===== config.mk =====
export PLATFORM = sky130hd
export DESIGN_NAME = alu_issue_stage
export DESIGN_NICKNAME = d
export VERILOG_FILES = /design/src/rtl/alu_pkg.sv /design/src/rtl/imm_gen.sv /design/src/rtl/alu_issue_stage.sv
export SDC_FILE = /design/constraint.sdc
export NUM_CORES = 1
export LEC_CHECK = 0
export CAP_MARGIN = 20
export CORE_ASPECT_RATIO = 0.7
export CORE_UTILIZATION = 30
export DETAILED_ROUTE_END_ITERATION = 6
export SYNTH_ARGS = -nofsm -noshare
export SYNTH_HDL_FRONTEND = slang
export SYNTH_SLANG_ARGS = --single-unit

===== constraint.sdc =====
create_clock -name clk -period 2.8 [get_ports clk]
set_input_delay 0.84 -clock clk [delete_from_list [all_inputs] [get_ports clk]]
set_output_delay 0.84 -clock clk [all_outputs]
set_load 0.02 [all_outputs]

===== src/rtl/alu_pkg.sv =====
// Shared definitions for the ALU issue stage: ALU operation codes and
// the RV32I opcode / funct3 / funct7 field values used during decode.
package alu_pkg;

    typedef enum logic [3:0] {
        ALU_ADD  = 4'b0000,
        ALU_SUB  = 4'b0001,
        ALU_XOR  = 4'b0010,
        ALU_OR   = 4'b0011,
        ALU_AND  = 4'b0100,
        ALU_SRL  = 4'b0101,
        ALU_SLL  = 4'b0110,
        ALU_SRA  = 4'b0111,
        ALU_SLT  = 4'b1000,
        ALU_SLTU = 4'b1001,
        ALU_EQ   = 4'b1010
    } alu_op_e;

    // RV32I major opcodes
    localparam logic [6:0] OPC_OP     = 7'b0110011;
    localparam logic [6:0] OPC_OP_IMM = 7'b0010011;
    localparam logic [6:0] OPC_LOAD   = 7'b0000011;
    localparam logic [6:0] OPC_STORE  = 7'b0100011;
    localparam logic [6:0] OPC_JALR   = 7'b1100111;
    localparam logic [6:0] OPC_JAL    = 7'b1101111;
    localparam logic [6:0] OPC_LUI    = 7'b0110111;
    localparam logic [6:0] OPC_AUIPC  = 7'b0010111;
    localparam logic [6:0] OPC_BRANCH = 7'b1100011;

    // OP / OP-IMM funct3
    localparam logic [2:0] F3_ADD  = 3'b000;
    localparam logic [2:0] F3_SLL  = 3'b001;
    localparam logic [2:0] F3_SLT  = 3'b010;
    localparam logic [2:0] F3_SLTU = 3'b011;
    localparam logic [2:0] F3_XOR  = 3'b100;
    localparam logic [2:0] F3_SR   = 3'b101;
    localparam logic [2:0] F3_OR   = 3'b110;
    localparam logic [2:0] F3_AND  = 3'b111;

    // BRANCH funct3
    localparam logic [2:0] F3_BEQ  = 3'b000;
    localparam logic [2:0] F3_BNE  = 3'b001;
    localparam logic [2:0] F3_BLT  = 3'b100;
    localparam logic [2:0] F3_BGE  = 3'b101;
    localparam logic [2:0] F3_BLTU = 3'b110;
    localparam logic [2:0] F3_BGEU = 3'b111;

    // LOAD / STORE / JALR funct3
    localparam logic [2:0] F3_LB   = 3'b000;
    localparam logic [2:0] F3_LH   = 3'b001;
    localparam logic [2:0] F3_LW   = 3'b010;
    localparam logic [2:0] F3_LBU  = 3'b100;
    localparam logic [2:0] F3_LHU  = 3'b101;
    localparam logic [2:0] F3_SW   = 3'b010;
    localparam logic [2:0] F3_JALR = 3'b000;

    localparam logic [6:0] F7_BASE = 7'b0000000;
    localparam logic [6:0] F7_ALT  = 7'b0100000;

    // Base operation selected by funct3 for OP / OP-IMM (funct7 refinement done by caller)
    function automatic alu_op_e f3_to_op(input logic [2:0] f3);
        case (f3)
            F3_ADD:  return ALU_ADD;
            F3_SLL:  return ALU_SLL;
            F3_SLT:  return ALU_SLT;
            F3_SLTU: return ALU_SLTU;
            F3_XOR:  return ALU_XOR;
            F3_SR:   return ALU_SRL;
            F3_OR:   return ALU_OR;
            default: return ALU_AND;
        endcase
    endfunction

endpackage


===== src/rtl/imm_gen.sv =====
// RV32I immediate extraction; every immediate is sign-extended from bit 31
// to DATA_WIDTH. The opcode field is not needed here, so only [31:7] enters.
module imm_gen
    import alu_pkg::*;
#(
    parameter int unsigned DATA_WIDTH = 32
) (
    input  logic [31:7]           i_instr,
    output logic [DATA_WIDTH-1:0] o_imm_i,
    output logic [DATA_WIDTH-1:0] o_imm_s,
    output logic [DATA_WIDTH-1:0] o_imm_b,
    output logic [DATA_WIDTH-1:0] o_imm_u
);

    logic signed [31:0] w_imm_i;
    logic signed [31:0] w_imm_s;
    logic signed [31:0] w_imm_b;
    logic signed [31:0] w_imm_u;

    assign w_imm_i = {{20{i_instr[31]}}, i_instr[31:20]};
    assign w_imm_s = {{20{i_instr[31]}}, i_instr[31:25], i_instr[11:7]};
    assign w_imm_b = {{19{i_instr[31]}}, i_instr[31], i_instr[7], i_instr[30:25], i_instr[11:8], 1'b0};
    assign w_imm_u = {i_instr[31:12], 12'b0};

    assign o_imm_i = DATA_WIDTH'(w_imm_i);
    assign o_imm_s = DATA_WIDTH'(w_imm_s);
    assign o_imm_b = DATA_WIDTH'(w_imm_b);
    assign o_imm_u = DATA_WIDTH'(w_imm_u);

endmodule


===== src/rtl/alu_issue_stage.sv =====
// Single-entry issue register between RV32I decode and the ALU: decodes the
// instruction into ALU operation/operands and holds it under valid/ready.
module alu_issue_stage
    import alu_pkg::*;
#(
    parameter int unsigned DATA_WIDTH    = 32,
    parameter int unsigned OPCODE_LENGTH = 4
) (
    input  logic                     clk,
    input  logic                     rst_n,
    input  logic                     in_valid,
    output logic                     in_ready,
    input  logic [31:0]              instr,
    input  logic [DATA_WIDTH-1:0]    pc,
    input  logic [DATA_WIDTH-1:0]    rs1_data,
    input  logic [DATA_WIDTH-1:0]    rs2_data,
    input  logic                     flush,
    output logic                     out_valid,
    input  logic                     out_ready,
    output logic [OPCODE_LENGTH-1:0] Operation,
    output logic [DATA_WIDTH-1:0]    SrcA,
    output logic [DATA_WIDTH-1:0]    SrcB,
    output logic                     is_branch,
    output logic                     br_invert,
    output logic                     illegal
);

    logic [6:0]            w_opcode;
    logic [2:0]            w_funct3;
    logic [6:0]            w_funct7;
    logic [DATA_WIDTH-1:0] w_imm_i;
    logic [DATA_WIDTH-1:0] w_imm_s;
    logic [DATA_WIDTH-1:0] w_imm_u;
    logic [DATA_WIDTH-1:0] w_shamt;

    alu_op_e               w_op;
    logic [DATA_WIDTH-1:0] w_src_a;
    logic [DATA_WIDTH-1:0] w_src_b;
    logic                  w_br;
    logic                  w_inv;
    logic                  w_ill;

    logic                  w_in_ready;
    logic                  w_take;

    logic                  r_valid;
    alu_op_e               r_op;
    logic [DATA_WIDTH-1:0] r_src_a;
    logic [DATA_WIDTH-1:0] r_src_b;
    logic                  r_br;
    logic                  r_inv;
    logic                  r_ill;

    assign w_opcode = instr[6:0];
    assign w_funct3 = instr[14:12];
    assign w_funct7 = instr[31:25];
    assign w_shamt  = DATA_WIDTH'(instr[24:20]);

    imm_gen #(
        .DATA_WIDTH (DATA_WIDTH)
    ) u_imm_gen (
        .i_instr (instr[31:7]),
        .o_imm_i (w_imm_i),
        .o_imm_s (w_imm_s),
        .o_imm_b (),
        .o_imm_u (w_imm_u)
    );

    // Instruction decode into ALU operation, operands and flags; illegal forces a neutral entry
    always_comb begin
        w_op    = ALU_ADD;
        w_src_a = '0;
        w_src_b = '0;
        w_br    = 1'b0;
        w_inv   = 1'b0;
        w_ill   = 1'b0;
        case (w_opcode)
            OPC_OP: begin
                w_src_a = rs1_data;
                w_src_b = rs2_data;
                w_op    = f3_to_op(w_funct3);
                if (w_funct7 == F7_ALT && w_funct3 == F3_ADD)     w_op  = ALU_SUB;
                else if (w_funct7 == F7_ALT && w_funct3 == F3_SR) w_op  = ALU_SRA;
                else if (w_funct7 != F7_BASE)                     w_ill = 1'b1;
            end
            OPC_OP_IMM: begin
                w_src_a = rs1_data;
                w_src_b = w_imm_i;
                w_op    = f3_to_op(w_funct3);
                if (w_funct3 == F3_SLL || w_funct3 == F3_SR) begin
                    w_src_b = w_shamt;
                    if (w_funct7 == F7_ALT && w_funct3 == F3_SR) w_op  = ALU_SRA;
                    else if (w_funct7 != F7_BASE)                w_ill = 1'b1;
                end
            end
            OPC_LOAD: begin
                w_src_a = rs1_data;
                w_src_b = w_imm_i;
                w_ill   = !(w_funct3 inside {F3_LB, F3_LH, F3_LW, F3_LBU, F3_LHU});
            end
            OPC_STORE: begin
                w_src_a = rs1_data;
                w_src_b = w_imm_s;
                w_ill   = (w_funct3 > F3_SW);
            end
            OPC_JALR: begin
                w_src_a = rs1_data;
                w_src_b = w_imm_i;
                w_ill   = (w_funct3 != F3_JALR);
            end
            OPC_LUI: begin
                w_src_b = w_imm_u;
            end
            OPC_AUIPC: begin
                w_src_a = pc;
                w_src_b = w_imm_u;
            end
            OPC_JAL: begin
                w_src_a = pc;
                w_src_b = DATA_WIDTH'(4);
            end
            OPC_BRANCH: begin
                w_src_a = rs1_data;
                w_src_b = rs2_data;
                w_br    = 1'b1;
                case (w_funct3)
                    F3_BEQ:  w_op = ALU_EQ;
                    F3_BNE:  begin w_op = ALU_EQ;   w_inv = 1'b1; end
                    F3_BLT:  w_op = ALU_SLT;
                    F3_BGE:  begin w_op = ALU_SLT;  w_inv = 1'b1; end
                    F3_BLTU: w_op = ALU_SLTU;
                    F3_BGEU: begin w_op = ALU_SLTU; w_inv = 1'b1; end
                    default: w_ill = 1'b1;
                endcase
            end
            default: w_ill = 1'b1;
        endcase
        if (w_ill) begin
            w_op    = ALU_ADD;
            w_src_a = '0;
            w_src_b = '0;
            w_br    = 1'b0;
            w_inv   = 1'b0;
        end
    end

    // Reset term keeps in_ready high while rst_n is low, before the held entry is cleared
    assign w_in_ready = !rst_n || !r_valid || out_ready;
    assign w_take     = in_valid && w_in_ready && !flush;

    // Pipeline register: reset beats flush, flush beats transfer in, otherwise drain on out_ready
    always_ff @(posedge clk) begin
        if (!rst_n) begin
            r_valid <= 1'b0;
            r_op    <= ALU_ADD;
            r_src_a <= '0;
            r_src_b <= '0;
            r_br    <= 1'b0;
            r_inv   <= 1'b0;
            r_ill   <= 1'b0;
        end else begin
            if (flush)          r_valid <= 1'b0;
            else if (w_take)    r_valid <= 1'b1;
            else if (out_ready) r_valid <= 1'b0;
            if (w_take) begin
                r_op    <= w_op;
                r_src_a <= w_src_a;
                r_src_b <= w_src_b;
                r_br    <= w_br;
                r_inv   <= w_inv;
                r_ill   <= w_ill;
            end
        end
    end

    assign in_ready  = w_in_ready;
    assign out_valid = r_valid;
    assign Operation = OPCODE_LENGTH'(r_op);
    assign SrcA      = r_src_a;
    assign SrcB      = r_src_b;
    assign is_branch = r_br;
    assign br_invert = r_inv;
    assign illegal   = r_ill;

endmodule


# == After elaboration in Yosys (flattened, before gate mapping) ==
# Cells that the tools add are included.
# op_classes
addsub,0
div_mod_pow,0
mul,0
n_eq_ne,17
mux,25
order_cmp,1
reduce_logical,28
n_bitwise,1
n_shift,0
# ops
cell,n
case mux 32 bit (6 select lines),1
two-way mux 32 bit,3
case mux 32 bit (2 select lines),1
"== test 7 x 6 -> 1 bit, second input constant",4
case mux 4 bit (7 select lines),1
case mux 4 bit (3 select lines),2
"== test 7 bit, second input constant",3
two-way mux 4 bit,4
OR reduction 2 bit,8
"== test 7 x 5 -> 1 bit, second input constant",2
"== test 3 bit, second input constant",4
two-way mux 1 bit,12
OR reduction 6 bit,2
"== test 7 x 2 -> 1 bit, second input constant",1
case mux 1 bit (7 select lines),1
nonzero test 7 bit,1
"== test 3 x 2 -> 1 bit, second input constant",2
OR reduction 3 bit,2
nonzero test 5 bit,1
logical AND 1 bit,4
zero test 1 bit,4
"== test 3 x 1 -> 1 bit, second input constant",1
"greater-than comparator 3 x 2 -> 1 bit, second input constant",1
zero test 3 bit,1
4 further kinds,6
# word_totals
latch_bits,0
mem_count,0
romBits,0
in_bits,133
reg_bits,72
output_inout_bits,73
ramBits,0
elab_cells,79

# == Longest topological paths before layout ==
# Gate-level depths: netlist of the first run.
# depth
depth_word,6
ltp_mapped,8
depth_no_buf,5

# == Cells and area by module ==
# Synthesis of the first run repeated with hierarchy kept, for this count alone.
# unflattened
hier_cells,565
hier_area_um2,4878.4
# modules_own_cells
mod,cells_per_inst,area_per_inst_um2,seq_area_each_um2,n_inst
alu_issue_stage,436,3913.8,1441.4,1
imm_gen,129,964.7,0.0,1

# == Worst setup path after synthesis of the first run ==
# Ideal clock, no wire load.
# synth_path
path_type,input port to flip-flop
from,input port instr[2]
to,register r_op[0] (netlist: Operation[0])
path_stages,7
setup_time_ns,0.141
n_path_buf,2
required_time_ns,2.659
arrival_ns,2.333
slack_ns,0.326
cell_sequence,buf_6 -> and4bb_4 -> nand2b_4 -> or4_4 -> nand4_4 -> buf_12 -> o31ai_2
# synth_between
elab_chain_len,4
elab_cells_between_ends,13
cone_classes,eq/ne (9); mux (3); reduce/logical (1)
# synth_rtl
item,line,source
from (decl),alu_issue_stage.sv:13,"input logic [31:0] instr,"
"== test 7 bit, or another cell as far along",alu_issue_stage.sv:77,case (w_opcode)
OR reduction 3 bit (no line),n/a,
case mux 1 bit (7 select lines),alu_issue_stage.sv:77,
two-way mux 4 bit *,alu_issue_stage.sv:138,if (w_ill) begin
to (signal assigned),alu_issue_stage.sv:166,r_op <= w_op;
to (decl),alu_issue_stage.sv:47,alu_op_e r_op;
# Every way passes the cells marked *; elsewhere a longest branch is shown, timed or not.
# A chain may end at the register's enable or synchronous reset.

# == Final worst setup path of the first run ==
# layout_path
from,input port instr[3]
to,register r_src_a[7] (netlist: SrcA[7])
# layout_between
elab_chain_len,4
elab_cells_between_ends,15
cone_classes,eq/ne (9); mux (3); reduce/logical (3)
# layout_rtl
item,line,source
"== test 7 bit, or another cell as far along",alu_issue_stage.sv:77,
"OR reduction 3 bit (no line), or another cell as far along",n/a,
case mux 1 bit (7 select lines) / case mux 32 bit (2 select lines) (equally long branches),alu_issue_stage.sv:77,
two-way mux 32 bit *,alu_issue_stage.sv:138,
to (signal assigned),alu_issue_stage.sv:167,r_src_a <= w_src_a;
to (decl),alu_issue_stage.sv:48,logic [DATA_WIDTH-1:0] r_src_a;
# Marks and branches as above.

==> metrics.yaml, run 1 <==
status: "finished with violations"
violations: "DRC"
worstReg2RegEnd: "SrcA[7]"
vias: 4108
nets: 746
rsz0062_at_grt: "no"
place_area_mm2: 0.00629
overflow: 0
dr.pass1.iters: 7
cts_tree: "built"
cts_max_path_buffers: 2
wl_per_cell_um: 17.9
antenna_found_initial: 0
slew_violations: 0
hold_buffers: 0
finalInstanceArea_mm2: 0.00667
setup_viol: 0
critical_path_required_ps: 3040
synthCells: 396
worstSkewPairLatency_ps: 330
fin_ws_ps: 131
die_x_um: 138
cp-start-kind: "input pin"
synth_top_area_frac: 0.370
root_buffer: "clkbuf_16"
grt_start_max_net_pins: 70
slew-limit-headroom: 0.534
synth_top_cell_by_area: "dfxtp_1"
finalHoldViolCount: 0
worst_pin_slew_ps: 699
power.leakage_nw: 2.24
syn-num-nets: 529
criticalPathCategory: "input pin to flop"
antenna_cells: 0
min_period_ps: 2670
via_per_inst: 5.27
final_core_utilization: 0.532
finalClockSkew_ps: 3.69
synthToLayoutAreaGrowth_pct: 71.2
rr_worst_depth: 7
routed_wl_um: 14000
worstHoldStart: "SrcA[10]"
yosys.cell_count.top_type: "nand2_1"
power_density_mw_per_mm2: 395
netlist_top_cells_count: "nand2_1, dfxtp_1, o31ai_2, a22oi_1, clkbuf_1"
timing.hold.ws_ps: 457
htreeDepth: 3
grt_pass1_vias: 4152
initial_core_util: 0.311
critPathCaptureType: "flop"
tns_ps: 0
clock-sinks: 72
die_h_um: 97.4
final_antenna_net_count: 0
grt_pass1_wl_um: 21700
fmax_mhz: 375
min_path_type: "flop to flop"
core_area_mm2: 0.0125
ys_ff_latch: 72
ys_types: 45
critPathMaxFanout: 21
syn_area_per_cell_um2: 9.84
critPathLaunch: "instr[3]"
die-area_mm2: 0.0135
seq_area_frac_synth: 0.370
synth_top_flop_cell: "dfxtp_1"
r2r-start: "out_valid"
peakVddDrop_v: 0.000300
fillCellCount: 1108
cts_made_buffers: 9
drt_iter0_markers: 326
arrival_ps: 2910
synth_area_leaders: "dfxtp_1, o31ai_2, a22oi_1"
drc: 24
cp-endpoint: "SrcA[7]"
async_flop_share: 0
period_share: 0.953
drive_gt1_frac: 0.237
pre_cts_slack_ps: -300
hpwlAfterDp_um: 10100
path_clk_slew_ps: 60
synth_edf_count: 0
maxCapViolCount: 0
regToRegSetupSlack_ps: 1110
ys_warn_count: 0
syn_area_mm2: 0.00390
gp_congestion: 0.962
grt_usage: 0.203
io_buffers: 205
rows: 34
io_pins: 206
## layer usage
layer	track usage	up-vias	wire, um
li1	-	1973	-
met1	0.255	1975	6370
met2	0.349	152	6730
met3	0.0513	8	814
met4	0.0449	0	74
met5	0	-	0
## layout make-up
cell class                 count  area [um2]  share of cell area
inverter                       5        21.3             0.00319
clock inverter                 6        85.1              0.0127
timing repair buffer         249        2500               0.375
tap                          162         203              0.0304
sequential                    72        1440               0.216
multi-input combinational    276        2200               0.329
clock buffer                   9         225              0.0337
## metrics by stage
stage / cells / power, mW
after floorplan: 396 / 1.18
after global placement: 760 / 1.44
after detailed placement: 760 / 1.44
after CTS: 775 / 2.66
after global routing: 779 / 2.73
final: 779 / 2.64
## placed cells by master, fill, tap and decap left out, types with 2 or more instances in the layout
cell	instances
buf_12	8
clkbuf_16	9
nand2_1	75
buf_4	35
nor3_1	2
nor2b_1	2
clkinv_2	2
nand2b_1	3
a22oi_1	41
nand3b_1	4
o21ai_0	6
inv_1	4
xor2_1	2
o32ai_4	2
nor2_1	12
clkinvlp_4	2
a21oi_1	5
a222oi_1	23
nand3_1	3
dfxtp_1	72
clkdlybuf4s50_1	204
and3_2	2
o31ai_2	70
bufinv_16	2
## cells by family (layout without fill, tap and decap cells)
family	Yosys count	in the layout	share of synthesized area
AO/OA/AOI/OAI	157	158	0.404
AND/OR/NAND/NOR	116	116	0.142
flip-flops	72	72	0.370
buffers and inverters	49	269	0.0799
XOR/XNOR	2	2	0.00450
## flip-flops by register name, summed over array words and instances, names as in the netlist
register,cells
illegal,1
SrcB,32
out_valid,1
SrcA,32
is_branch,1
Operation,4
br_invert,1
## how the worst min path moves through the flow
stage	to	slack, ps	cells past startpoint
after floorplan	Operation[2]	550	2
after global placement	SrcA[9]	440	2
after detailed placement	SrcB[23]	450	2
after CTS	SrcB[23]	460	2
after global routing	SrcB[12]	470	2
final	SrcA[10]	460	2
## critical path: stages
cell and delay [ps]:
clkdlybuf4s50_1 480, nand3b_1 360, buf_4 200, a211oi_1 50, nor3_2 220, nand4_4 250
buf_12 250, o31ai_2 230
## repair_timing
item | in CTS | in global routing
setup buffers | 0 | 2
endpoints found under the setup margin | 1 | 16
cloned | 0 | 1
resized for setup | 1 | 2
## power by group
group          leakage (nW)  internal (mW)  switching (mW)
Combinational          1.51          0.232           0.172
Sequential            0.580           1.03         0.00114
Clock                 0.147          0.771           0.433
Total                  2.24           2.03           0.606
No activity file was read; power rests on OpenSTA's default activity.
==> inputs of run 2 (changes only) <==
--- a/config.mk
+++ b/config.mk
@@ -9,6 +9,7 @@
 export CORE_ASPECT_RATIO = 0.7
 export CORE_UTILIZATION = 30
 export DETAILED_ROUTE_END_ITERATION = 6
+export SETUP_SLACK_MARGIN = 0.2
 export SYNTH_ARGS = -nofsm -noshare
 export SYNTH_HDL_FRONTEND = slang
 export SYNTH_SLANG_ARGS = --single-unit
==> metrics.yaml, run 2 (synthesis results as in run 1) <==
status: "finished with violations"
violations: "DRC"
vias: 4113  # +0.12%
io_pins: 206  # unchanged
maxCapViolCount: 0  # unchanged
nets: 751  # +0.67%
final_common_cell: "clkdlybuf4s50_1"
fillCellCount: 1102  # -0.54%
root_buffer: "clkbuf_16"
rsz0062_at_grt: "no"
grt_usage: 0.209  # +0.00657
cts_made_buffers: 9  # unchanged
grt_pass1_vias: 4185  # +0.79%
initial_core_util: 0.311  # unchanged
min_path_type: "flop to flop"
worstSkewPairLatency_ps: 330  # about the same
hpwlAfterDp_um: 10100  # unchanged
drt_iter0_markers: 269  # -17%
die_h_um: 97.4  # unchanged
total_power_mw: 2.64  # +0.29%
critPathMaxFanout: 21  # unchanged
setup_viol: 0  # unchanged
cts_tree: "built"
path_clk_slew_ps: 60  # about the same
fmax_mhz: 392  # +4.5%
critical_path_required_ps: 3000  # -40 ps
core_area_mm2: 0.0125  # unchanged
grt_start_max_net_pins: 70  # unchanged
slew_violations: 0  # unchanged
grt_pass1_wl_um: 22200  # +2.3%
antenna_cells: 0  # unchanged
overflow: 0  # unchanged
power.leakage_nw: 2.29  # +2.4%
final_core_utilization: 0.539  # +0.00728
dr.pass1.iters: 7  # unchanged
clock-sinks: 72  # unchanged
gp_congestion: 0.962  # unchanged
via_per_inst: 5.25  # -0.52%
peakVddDrop_v: 0.000297  # -1.0%
worst_pin_slew_ps: 673  # -26.1 ps
die-area_mm2: 0.0135  # unchanged
antenna_found_initial: 0  # unchanged
drive_gt1_frac: 0.248  # +0.0110
synthToLayoutAreaGrowth_pct: 73.6
period_share: 0.912  # -0.0414
arrival_ps: 2760  # -150 ps
instances_no_fill: 784  # +0.64%
min_period_ps: 2550  # -116 ps
die_x_um: 138  # unchanged
timing.hold.ws_ps: 456  # -0.959 ps
rows: 34  # unchanged
final_antenna_net_count: 0  # unchanged
cp-start-kind: "input pin"
finalClockSkew_ps: 4.25  # +0.551 ps
wl_per_cell_um: 18.0  # +0.51%
drc: 24  # unchanged
power_density_mw_per_mm2: 391  # -1.1%
criticalPathCategory: "input pin to flop"
tns_ps: 0  # unchanged
io_buffers: 205  # unchanged
placed_cells: 760  # unchanged
finalHoldViolCount: 0  # unchanged
most-common-layout-cells: "clkdlybuf4s50_1, nand2_1, dfxtp_1, o31ai_2, a22oi_1"
critPathCaptureType: "flop"
htreeDepth: 3  # unchanged
cts_max_path_buffers: 2  # unchanged
slew-limit-headroom: 0.552  # +0.0174
routed_wl_um: 14100  # +1.2%
## run 2: cell types whose count changed in the layout (fill, tap and decap cells not counted), sizes merged
cell           before  now
dlymetal6s2s        0    1
dlygate4sd2         1    0
buf                44   49
clkdlybuf4s50     204  203
clkbuf              9   10
## run 2: repair_timing
item / in CTS / in global routing
buffers inserted: 3 / 3
resized for setup: 6 / 4
hold buffers: 0 / 0
gates cloned: 1 / 1
setup endpoints to repair: 30 / 33
pin swaps: 1 / 2
## run 2: through the flow
stage	area (um2)	setup WS [ps]
4_1_cts	6660	227
5_1_grt	6770	211
6_report	6770	247
3_3_place_gp	6290	-196
3_5_place_dp	6290	-300
2_1_floorplan	3900	326
## run 2: cell type report
type                       count  area, um2  area share
clock buffer                   9        225      0.0333
clock inverter                 6       85.1      0.0126
inverter                       5       21.3     0.00314
multi-input combinational    276       2210       0.327
sequential                    72       1440       0.213
tap                          162        203      0.0300
timing repair buffer         254       2580       0.381
## run 2: critical path, stage by stage
cell,delay [ps]
clkdlybuf4s50_1,410
and4bb_4,390
nand2b_4,60
or4_4,490
nand4_4,120
buf_12,150
buf_12,200
o31ai_2,90
## run 2: power by group
group / switching [mW] / internal, mW
logic: 0.174 / 0.236
clock network: 0.434 / 0.771
registers: 0.00117 / 1.03
## run 2: layer usage
layer	GRT usage	share of wire	vias up
li1	-	-	1981
met1	0.265	0.45	1969
met2	0.359	0.47	153
met3	0.0532	0.068	10
met4	0.0441	0.0073	0
met5	0	0	-
## run 2: path summary, 6_finish.rpt
path | startpoint | end | slack, ps | depth (start not counted)
min reg2reg | SrcB[12] | SrcB[12] | 460 | 2
max reg2reg | out_valid | SrcB[11] | 1160 | 8
min | SrcB[12] | SrcB[12] | 460 | 2
max | instr[2] | SrcB[11] | 250 | 8
